## src/rtl/fp8_word_packer.sv

```systemverilog
// fp8_word_packer: packs FP8 E5M2 bytes into LANES-wide words with lane mask, saturation OR and saturation event count
// Ports:
//   clk_i, rst_ni                         clock, async active-low reset
//   in_valid_i/in_ready_o, in_fp8_i       byte stream; in_sat_i is its saturation flag, in_last_i closes the word
//   flush_i                               closes a partial word on an idle input cycle
//   out_valid_o/out_ready_i, out_word_o   word stream; out_mask_o marks real lanes, out_sat_o ORs lane sat flags
//   out_last_o                            word was closed by in_last_i or flush_i
//   sat_clr_i, sat_count_o                saturating count of accepted saturated bytes, sync clear
module fp8_word_packer #(
  parameter int LANES     = 4,
  parameter int SAT_CNT_W = 16
) (
  input  logic                 clk_i,
  input  logic                 rst_ni,
  input  logic                 in_valid_i,
  output logic                 in_ready_o,
  input  logic [7:0]           in_fp8_i,
  input  logic                 in_sat_i,
  input  logic                 in_last_i,
  input  logic                 flush_i,
  output logic                 out_valid_o,
  input  logic                 out_ready_i,
  output logic [8*LANES-1:0]   out_word_o,
  output logic [LANES-1:0]     out_mask_o,
  output logic                 out_sat_o,
  output logic                 out_last_o,
  input  logic                 sat_clr_i,
  output logic [SAT_CNT_W-1:0] sat_count_o
);
  localparam int W  = 8 * LANES;
  localparam int CW = LANES > 1 ? $clog2(LANES) : 1;
  logic [CW-1:0]        r_cnt;
  logic [W-1:0]         r_asm_word;
  logic [LANES-1:0]     r_asm_mask;
  logic                 r_asm_sat;
  logic                 r_out_valid;
  logic [W-1:0]         r_out_word;
  logic [LANES-1:0]     r_out_mask;
  logic                 r_out_sat;
  logic                 r_out_last;
  logic [SAT_CNT_W-1:0] r_sat_cnt;
  logic                 w_acc;
  logic                 w_flush;
  logic                 w_close;
  logic [W-1:0]         w_word;
  logic [LANES-1:0]     w_mask;
  logic                 w_sat;
  assign in_ready_o  = !r_out_valid || out_ready_i;
  assign w_acc       = in_valid_i && in_ready_o;
  assign w_flush     = flush_i && !in_valid_i && in_ready_o && (r_cnt != '0);
  assign w_close     = w_acc && (r_cnt == CW'(LANES - 1) || in_last_i);
  // assembly contents including the byte accepted this cycle
  assign w_word      = r_asm_word | (w_acc ? W'(in_fp8_i) << (8 * r_cnt) : '0);
  assign w_mask      = r_asm_mask | (w_acc ? LANES'(1) << r_cnt : '0);
  assign w_sat       = r_asm_sat | (w_acc && in_sat_i);
  assign out_valid_o = r_out_valid;
  assign out_word_o  = r_out_word;
  assign out_mask_o  = r_out_mask;
  assign out_sat_o   = r_out_sat;
  assign out_last_o  = r_out_last;
  assign sat_count_o = r_sat_cnt;
  always_ff @(posedge clk_i or negedge rst_ni) begin
    if (!rst_ni) begin
      r_cnt       <= '0;
      r_asm_word  <= '0;
      r_asm_mask  <= '0;
      r_asm_sat   <= 1'b0;
      r_out_valid <= 1'b0;
      r_out_word  <= '0;
      r_out_mask  <= '0;
      r_out_sat   <= 1'b0;
      r_out_last  <= 1'b0;
      r_sat_cnt   <= '0;
    end else begin
      if (w_close || w_flush) begin
        r_out_valid <= 1'b1;
        r_out_word  <= w_word;
        r_out_mask  <= w_mask;
        r_out_sat   <= w_sat;
        r_out_last  <= w_flush || in_last_i;
        r_cnt       <= '0;
        r_asm_word  <= '0;
        r_asm_mask  <= '0;
        r_asm_sat   <= 1'b0;
      end else begin
        if (out_ready_i) r_out_valid <= 1'b0;
        if (w_acc) begin
          r_cnt      <= r_cnt + 1'b1;
          r_asm_word <= w_word;
          r_asm_mask <= w_mask;
          r_asm_sat  <= w_sat;
        end
      end
      if (sat_clr_i) r_sat_cnt <= '0;
      else if (w_acc && in_sat_i && r_sat_cnt != {SAT_CNT_W{1'b1}}) r_sat_cnt <= r_sat_cnt + 1'b1;
    end
  end
endmodule

```

## config.mk

```make
export PLATFORM = sky130hd
export DESIGN_NAME = fp8_word_packer
export DESIGN_NICKNAME = d
export VERILOG_FILES = /design/src/rtl/fp8_word_packer.sv
export SDC_FILE = /design/constraint.sdc
export NUM_CORES = 1
export LEC_CHECK = 0
export CORE_MARGIN = 2
export CORE_UTILIZATION = 56
export DETAILED_ROUTE_END_ITERATION = 16
export PLACE_DENSITY_LB_ADDON = 0.15
export SLEW_MARGIN = 40
export SYNTH_ARGS = -nofsm -noshare
export SYNTH_HDL_FRONTEND = slang
export SYNTH_SLANG_ARGS = --single-unit
```

## constraint.sdc

```tcl
create_clock -name clk_i -period 4.5 [get_ports clk_i]
set_clock_uncertainty 0.2 [all_clocks]
set_input_delay 0.45 -clock clk_i [delete_from_list [all_inputs] [get_ports clk_i]]
set_output_delay 0.45 -clock clk_i [all_outputs]
set_load 0.05 [all_outputs]
```

Word level (Yosys, flattened, before mapping)

Cells that the tools add are included.

Bits in registers: 94
Output and inout bits: 56
Input port bits: 16

Equality and inequality tests: 2
Reductions and logical operators: 17
Add/sub/neg operators: 2
Multiplexer cells: 14
Shift-type cells: 2
Bitwise operators: 3

Operators with widths:

| operator                                                           | number |
|---|---|
| 32-bit 2-to-1 mux                                                  | 3 |
| 16-bit 2-to-1 mux                                                  | 2 |
| 32-bit bitwise OR                                                  | 1 |
| 8-bit by 5-bit left shift with 32-bit output                       | 1 |
| 16-bit by 1-bit adder with 16-bit output (second input constant)   | 1 |
| 16-bit != test (second input constant)                             | 1 |
| 4-bit 2-to-1 mux                                                   | 3 |
| 2-bit nonzero test                                                 | 4 |
| 1-bit logical AND                                                  | 7 |
| 1-bit logical OR                                                   | 4 |
| 1-bit 2-to-1 mux                                                   | 4 |
| 2-bit 2-to-1 mux                                                   | 2 |
| 4-bit bitwise OR                                                   | 1 |
| 1-bit by 2-bit left shift with 4-bit output (first input constant) | 1 |
| 2-bit by 1-bit adder with 2-bit output (second input constant)     | 1 |
| 2-bit equality test (second input constant)                        | 1 |
| 1-bit zero test                                                    | 2 |
| 1-bit bitwise OR                                                   | 1 |

Longest topological paths before layout

Gate-level depths: netlist (run 1).

Depth after elaboration: 7
Depth in mapped cells: 9
Mapped depth without buffers: 6

Worst setup path before layout (run 1)

Ideal clock, no wire load.

Path type: register -> register
Start: register r_out_valid, in the netlist out_valid_o
End: register r_sat_cnt[11], in the netlist sat_count_o[11]
Data arrival time: 2298 ps
Setup slack: 1877 ps
Period minus slack after synthesis: 2623 ps
Library setup time: 125 ps
Cell stages (with the launch flop): 8
Cells stage by stage: dfrtp_1 nor2b_1 buf_2 inv_1 nand2_1 buf_2 nor4_1 mux2_2

Longest elaborated chain between the ends: 6

RTL lines:

| what                                | RTL line | source |
|---|---|---|
| from (decl)                         | 36       | `logic r_out_valid;` |
| from (signal assigned)              | 68       | `r_out_valid <= 1'b0;` |
| from (signal assigned)              | 76       | `r_out_valid <= 1'b1;` |
| from (signal assigned)              | 86       | `if (out_ready_i) r_out_valid <= 1'b0;` |
| 1-bit zero test                     | 48       | `assign in_ready_o = !r_out_valid \|\| out_ready_i;` |
| 1-bit logical OR                    | 48       |  |
| named net in_ready_o                | 16       | `output logic in_ready_o,` |
| 1-bit logical AND                   | 49       | `assign w_acc = in_valid_i && in_ready_o;` |
| 1-bit logical AND (2 in a row)      | 95       | `else if (w_acc && in_sat_i && r_sat_cnt != {SAT_CNT_W{1'b1}}) r_sat_cnt <= r_sat_cnt + 1'b1;` |
| 2-bit nonzero test (no source line) | -        |  |
| to (signal assigned)                | 95       |  |
| to (decl)                           | 41       | `logic [SAT_CNT_W-1:0] r_sat_cnt;` |

The timed path passes the listed nets, and every way through them passes these cells.
A chain may end at the register's enable or synchronous reset.

Final worst setup path (run 1)

Start: register r_cnt[0]
End: register r_out_word[13], in the netlist out_word_o[13]

Longest elaborated chain between the ends: 4
Elaborated cells on any way between the ends: 9

RTL lines:

| what                                                                                                 | RTL line | source |
|---|---|---|
| from (decl)                                                                                          | 32       | `logic [CW-1:0] r_cnt;` |
| from (signal assigned)                                                                               | 88       | `r_cnt <= r_cnt + 1'b1;` |
| parallel branches: the longest is 4 deep, another holds 8-bit by 5-bit left shift with 32-bit output | -        |  |
| to (signal assigned)                                                                                 | 77       | `r_out_word <= w_word;` |
| to (decl)                                                                                            | 37       | `logic [W-1:0] r_out_word;` |

Several ways; the timed one is not identified.

==> impl_metrics.yaml, run 1 <==
clock_network:
  cts_setup_buffers: 0
  clockBufferDepth: 2
  ctsHtreeMaxLevel: 3
  cts_tree: "built"
  cts_sinks: 94
  numCtsBuffers: 9
  path_clk_slew_ps: 100
  cts_resized: 0
  clock_latency_ps: 360
  cts-root-buf: "clkbuf_8"
logic_synthesis:
  synth_area_um2: 4100
  synth_common_cells: "dfrtp_1, a21oi_1, inv_1, mux2i_1, nor2_1"
  seq_area_frac_synth: 0.574
  synth.most_common_cell: "dfrtp_1"
  ys_types: 34
  synthCells: 370
  synth_edf_count: 0
  synthFlopType: "dfrtp_1"
  syn_nets: 391
  syn_area_per_cell_um2: 11.1
  async_flop_share: 1.00
  ys_seq_elements: 94
  synth_top_area_share: 0.574
  synth_warnings: 0
  synth_area_leaders: "dfrtp_1, mux2i_1, a21oi_1"
  yosys.area.top_type: "dfrtp_1"
global_routing:
  grt_max_degree: 65
  antenna_found_initial: 0
  track_usage: 0.233
  grt_overflow: 0
  grt_first_pass_wirelength_um: 14300
  grt_pass1_vias: 2999
worst_hold_path:
  worst_hold_path.endpoint: "r_asm_word[15]"
  min_delay_path_depth: 2
  worstHoldStart: "r_asm_word[15]"
  hold_class: "reg -> reg"
placement:
  pre_cts_slack_ps: 1180
  gp_congestion: 0.904
  port_buffers: 71
  place_area_um2: 4920
  hpwl_um: 5750
  dp_cells: 527
sta:
  final_hold_viol_count: 0
  drv_slew: 0
  fin_tns_setup_ps: 0
  fmax_mhz: 311
  max_slew.worst_pin.slew_ps: 762
  min_period_ps: 3220
  finalSetupViolCount: 0
  max_slew_margin: 0.492
  timing.final.ws_setup_ps: 1280
  whs_ps: 288
  finalCritPeriodShare: 0.715
  rsz0062_at_grt: "no"
floorplan:
  die-area_um2: 8020
  initial_core_util: 0.571
  rows: 31
  coreArea_um2: 7180
  die_h_um: 89.5
  die_x_um: 89.5
  io_pins: 72
power_and_ir_drop:
  power_mw: 2.81
  ir_drop_uv: 360
  powerDensity_nw_per_um2: 546
  power.leakage_nw: 2.20
worst_setup_path:
  required_ps: 4590
  critPathLaunchType: "register"
  arrival_ps: 3310
  rrSetupSlack_ps: 1280
  rr_worst_depth: 7
  rr_endpoint: "out_word_o[13]"
  worst_setup_path_end_kind: "register"
  rr_startpoint: "r_cnt[0]"
  worstPathMaxFanout: 31
  critPathKind: "reg -> reg"
final_layout:
  stdcell_count: 544
  seqCellArea_um2: 2350
  fillCellCount: 516
  fin_nets: 461
  post-route-util: 0.716
  syn2layout_area_growth_pct: 25.5
  diodes: 0
  post-route-cell-area_um2: 5140
  multi_input_area_um2: 1540
  layout-drive-gt1-share: 0.0921
status:
  outcome: "complete, no violations"
routing:
  wl_per_cell_um: 15.6
  ant_nets: 0
  drc: 0
  routed_wl_um: 8480
  via_per_inst: 5.54
  first_iter_violations: 150
  dr_total_vias: 3016
  firstDrtPassIters: 4
job:
  maxCapViolations: 0
-- registers in the layout, summed over array words and instances, names as in the netlist --
| register | cells |
|---|---|
| out_valid_o | 1 |
| out_last_o | 1 |
| out_sat_o | 1 |
| r_cnt | 2 |
| sat_count_o | 16 |
| r_asm_mask | 4 |
| r_asm_word | 32 |
| out_word_o | 32 |
| out_mask_o | 4 |
| r_asm_sat | 1 |
-- how the worst max path moves through the flow --
stage	startpoint	endpoint	slack, ps	cells after the start
global placement	in_valid_i	out_word_o[7]	1360	6
CTS	r_cnt[0]	out_word_o[24]	1260	7
finish	r_cnt[0]	out_word_o[13]	1280	7
detailed placement	in_valid_i	out_word_o[13]	1180	6
floorplan	out_valid_o	sat_count_o[11]	1880	7
global route	r_cnt[0]	out_word_o[8]	1030	7
-- cell families (layout without fill, tap and decap cells) --
group           count (synthesis)  after routing  share of synthesized area
buf+inv                        59            134                     0.0644
fa+ha+maj                       5              5                     0.0153
compound gates                 76             76                      0.115
mux                            42             42                      0.105
flops                          94             94                      0.574
simple gates                   94             94                      0.127
-- worst max-delay path, stage by stage, from the launching register on --
cell,delay (ps)
dfrtp_1,500
inv_1,180
ha_1,280
or3b_2,440
a21oi_1,360
a21o_2,650
buf_12,290
mux2i_1,210
-- routing by layer --
layer / vias up / track usage / wire [um] / share of wire
li1: 1432 / - / - / -
met4: 0 / 0.0814 / 92 / 0.011
met5: - / 0 / 0 / 0
met3: 7 / 0.0582 / 349 / 0.041
met2: 69 / 0.354 / 4040 / 0.48
met1: 1508 / 0.328 / 4000 / 0.47
-- cell usage in the layout (no fill, tap or decap), types with 2 or more instances in the layout --
| cell type | n |
|---|---|
| or3b_2 | 2 |
| clkdlybuf4s50_1 | 70 |
| or2_2 | 3 |
| nor4_4 | 4 |
| mux2_2 | 7 |
| and2_1 | 4 |
| nor2_1 | 32 |
| a22o_1 | 5 |
| o31ai_1 | 9 |
| a32o_1 | 7 |
| clkinv_4 | 2 |
| nand3_1 | 6 |
| clkbuf_8 | 10 |
| nand2_1 | 8 |
| or3_1 | 3 |
| or4_1 | 9 |
| mux2i_1 | 35 |
| nand4_1 | 4 |
| nor4_1 | 6 |
| buf_4 | 3 |
| inv_1 | 41 |
| dfrtp_1 | 94 |
| ha_1 | 5 |
| nor2b_1 | 7 |
| o21ai_0 | 4 |
| a21oi_1 | 46 |
-- final cells by class --
| cell class | instances | share of cell area |
|---|---|---|
| clock buffer | 10 | 0.0268 |
| sequential | 94 | 0.458 |
| tap | 99 | 0.0241 |
| multi-input combinational | 217 | 0.299 |
| timing repair buffer | 76 | 0.149 |
| clock inverter | 6 | 0.0134 |
| inverter | 42 | 0.0307 |
-- power breakdown --
part	internal, mW	total [mW]	switching, mW
Combinational	0.370	1.10	0.730
Sequential	1.03	1.13	0.0961
Clock	0.275	0.578	0.303
-- what timing repair did --
| item | CTS | global route |
|---|---|---|
| setup endpoints to repair | 0 | 0 |
| hold endpoints to repair | 42 | 0 |
| hold buffers | 1 | 0 |
No activity file was read; power rests on OpenSTA's default activity.
==> inputs of run 2 (changes only) <==
--- a/config.mk
+++ b/config.mk
@@ -6,7 +6,7 @@
 export NUM_CORES = 1
 export LEC_CHECK = 0
 export CORE_MARGIN = 2
-export CORE_UTILIZATION = 56
+export CORE_UTILIZATION = 52
 export DETAILED_ROUTE_END_ITERATION = 16
 export PLACE_DENSITY_LB_ADDON = 0.15
 export SLEW_MARGIN = 40
==> constraint.sdc (replaced) <==
create_clock -name clk_i -period 3.1 [get_ports clk_i]
set_clock_uncertainty 0.2 [all_clocks]
set_input_delay 0.31 -clock clk_i [delete_from_list [all_inputs] [get_ports clk_i]]
set_output_delay 0.31 -clock clk_i [all_outputs]
set_load 0.05 [all_outputs]
==> run 2 against run 1 <==
  * Sequential power grew 46%
  * Wire length about the same
  * Combinational power up 44%
  * Largest power group unchanged
  * Register-to-register slack worse by 960 ps
==> impl_metrics.yaml, run 2 (synthesized netlist as in run 1, its figures left out) <==
floorplan:
  initial_core_util: 0.533
  die_h_um: 92.8
  coreArea_um2: 7690
  die-area_um2: 8610
  die_x_um: 92.8
  io_pins: 72
  rows: 32
placement:
  port_buffers: 71
  gp_congestion: 0.826
  pre_cts_slack_ps: 324
  hpwl_um: 5630
  dp_cells: 535
worst_setup_path:
  crit_cells: 7
  critPathKind: "reg -> reg"
  arrival_ps: 2840
  cp_cell_sequence: "inv_1 > ha_1 > or3b_2 > a21oi_1 > a21o_2 > buf_12 > mux2i_1"
  crit_buf_inv: 2
  rr_endpoint: "out_word_o[22]"
  critPathLaunch: "r_cnt[0]"
  worst_setup_path_end_kind: "register"
  crit_path_max_incr_delay_ps: 450
  worstPathMaxFanout: 56
  setup.worst_path.end: "out_word_o[22]"
  rr_worst_depth: 7
  crit_slowest_cell: "dfrtp_1"
  rr_startpoint: "r_cnt[0]"
  cp_top_family: "compound AO/OA/AOI/OAI gates"
  required_ps: 3160
  critPathLaunchType: "register"
  rrSetupSlack_ps: 320
clock_network:
  numCtsBuffers: 9
  cts_sinks: 94
  cts-root-buf: "clkbuf_8"
  ctsHtreeMaxLevel: 3
  path_clk_slew_ps: 80
  clockBufferDepth: 2
  cts_tree: "built"
  cts_setup_buffers: 0
  clock_latency_ps: 340
  cts_resized: 0
final_layout:
  fillCellCount: 617
  final_common_cell: "dfrtp_1"
  layout_common_cells: "dfrtp_1, clkdlybuf4s50_1, a21oi_1"
  fin_nets: 466
  diodes: 0
  layout-drive-gt1-share: 0.0956
  syn2layout_area_growth_pct: 26.0
  stdcell_count: 552
  post-route-util: 0.672
sta:
  fin_tns_setup_ps: 0
  rsz0062_at_grt: "no"
  final_hold_viol_count: 0
  max_slew_margin: 0.501
  fmax_mhz: 360
  max_slew.worst_pin.slew_ps: 747
  finalCritPeriodShare: 0.897
  drv_slew: 0
  min_period_ps: 2780
  finalSetupViolCount: 0
  timing.final.ws_setup_ps: 320
global_routing:
  grt_pass1_vias: 2852
  grt_max_degree: 95
  grt_overflow: 0
  track_usage: 0.207
  grt_first_pass_wirelength_um: 14100
  antenna_found_initial: 0
power_and_ir_drop:
  p_switching_mw: 1.60
  switching_share: 0.391
  p_int_mw: 2.50
  pwr-share-seq: 0.401
  power.leakage_nw: 2.22
  comb_power_share: 0.386
  pwr-share-clk: 0.213
  ir_drop_uv: 546
  powerDensity_nw_per_um2: 795
routing:
  dr_total_vias: 3005
  ant_nets: 0
  firstDrtPassIters: 4
  drc: 0
  via_per_inst: 5.44
  wl_per_cell_um: 15.4
  routed_wl_um: 8480
  first_iter_violations: 170
job:
  maxCapViolations: 0
worst_hold_path:
  hold_class: "reg -> reg"
status:
  outcome: "complete, no violations"
run 2: cell types whose count changed in the layout (fill, tap and decap cells not counted), moves of 2 or more:
cell,delta
buf_4,+5
clkbuf_1,+2
nor4_4,-4
nor4_2,+4
run 2: layout make-up:
class	instances	area (um^2)	share of cell area
timing repair buffer	81	811	0.157
clock inverter	5	83.8	0.0162
multi-input combinational	217	1500	0.290
clock buffer	11	131	0.0254
tap	102	128	0.0247
sequential	94	2350	0.456
inverter	42	158	0.0305
run 2: worst min-delay path by stage:
stage              startpoint        endpoint  slack, ps  cells after the start
5_1_grt        r_asm_word[15]  r_asm_word[15]        300                      2
4_1_cts         r_asm_word[6]   r_asm_word[6]        290                      2
3_3_place_gp           rst_ni   out_mask_o[3]        190                      2
3_5_place_dp           rst_ni   out_mask_o[2]        200                      2
2_1_floorplan          rst_ni      out_last_o       -190                      0
6_report       r_asm_word[19]  r_asm_word[19]        280                      2
run 2: repair_timing:
| item | 4_1_cts | 5_1_grt |
|---|---|---|
| hold endpoints to repair | 94 | 0 |
| setup endpoints to repair | 0 | 0 |
| hold buffers | 1 | 0 |
run 2: per-stage QoR:
| step | power, mW | instance area [um^2] | hold slack (ps) |
|---|---|---|---|
| CTS | 4.14 | 5160 | 290 |
| finish | 4.10 | 5160 | 284 |
| global placement | 3.23 | 4930 | 195 |
| detailed placement | 3.26 | 4940 | 198 |
| floorplan | 2.73 | 4100 | -186 |
| global route | 4.31 | 5160 | 303 |
run 2: worst register-to-register path, delay by kind of cell (launching register included):
family / cells / cell delay [ps]
compound gates: 2 / 620
mux: 1 / 260
simple gates: 1 / 440
flops: 1 / 450
buf+inv: 2 / 460
fa+ha+maj: 1 / 260
run 2: routing by layer:
| metal | track usage | wire length [um] |
|---|---|---|
| met5 | 0 | 0 |
| met4 | 0.0600 | 80 |
| met3 | 0.0431 | 352 |
| met2 | 0.317 | 4010 |
| met1 | 0.301 | 4040 |
run 2: power by group through the flow:
stage               Combinational (mW)  Clock [mW]  Sequential (mW)
floorplan                        0.503           0             2.23
global placement                  1.57           0             1.66
global route                      1.69       0.940             1.68
detailed placement                1.59           0             1.67
CTS                               1.60       0.894             1.65
finish                            1.58       0.875             1.65
==> inputs of run 3 (changes only) <==
--- a/config.mk
+++ b/config.mk
@@ -7,6 +7,7 @@
 export LEC_CHECK = 0
 export CORE_MARGIN = 2
 export CORE_UTILIZATION = 52
+export CTS_CLUSTER_DIAMETER = 30
 export DETAILED_ROUTE_END_ITERATION = 16
 export PLACE_DENSITY_LB_ADDON = 0.15
 export SLEW_MARGIN = 40
==> results of run 3 <==
The final DEF is identical to that of run 2; final timing and power are the same.
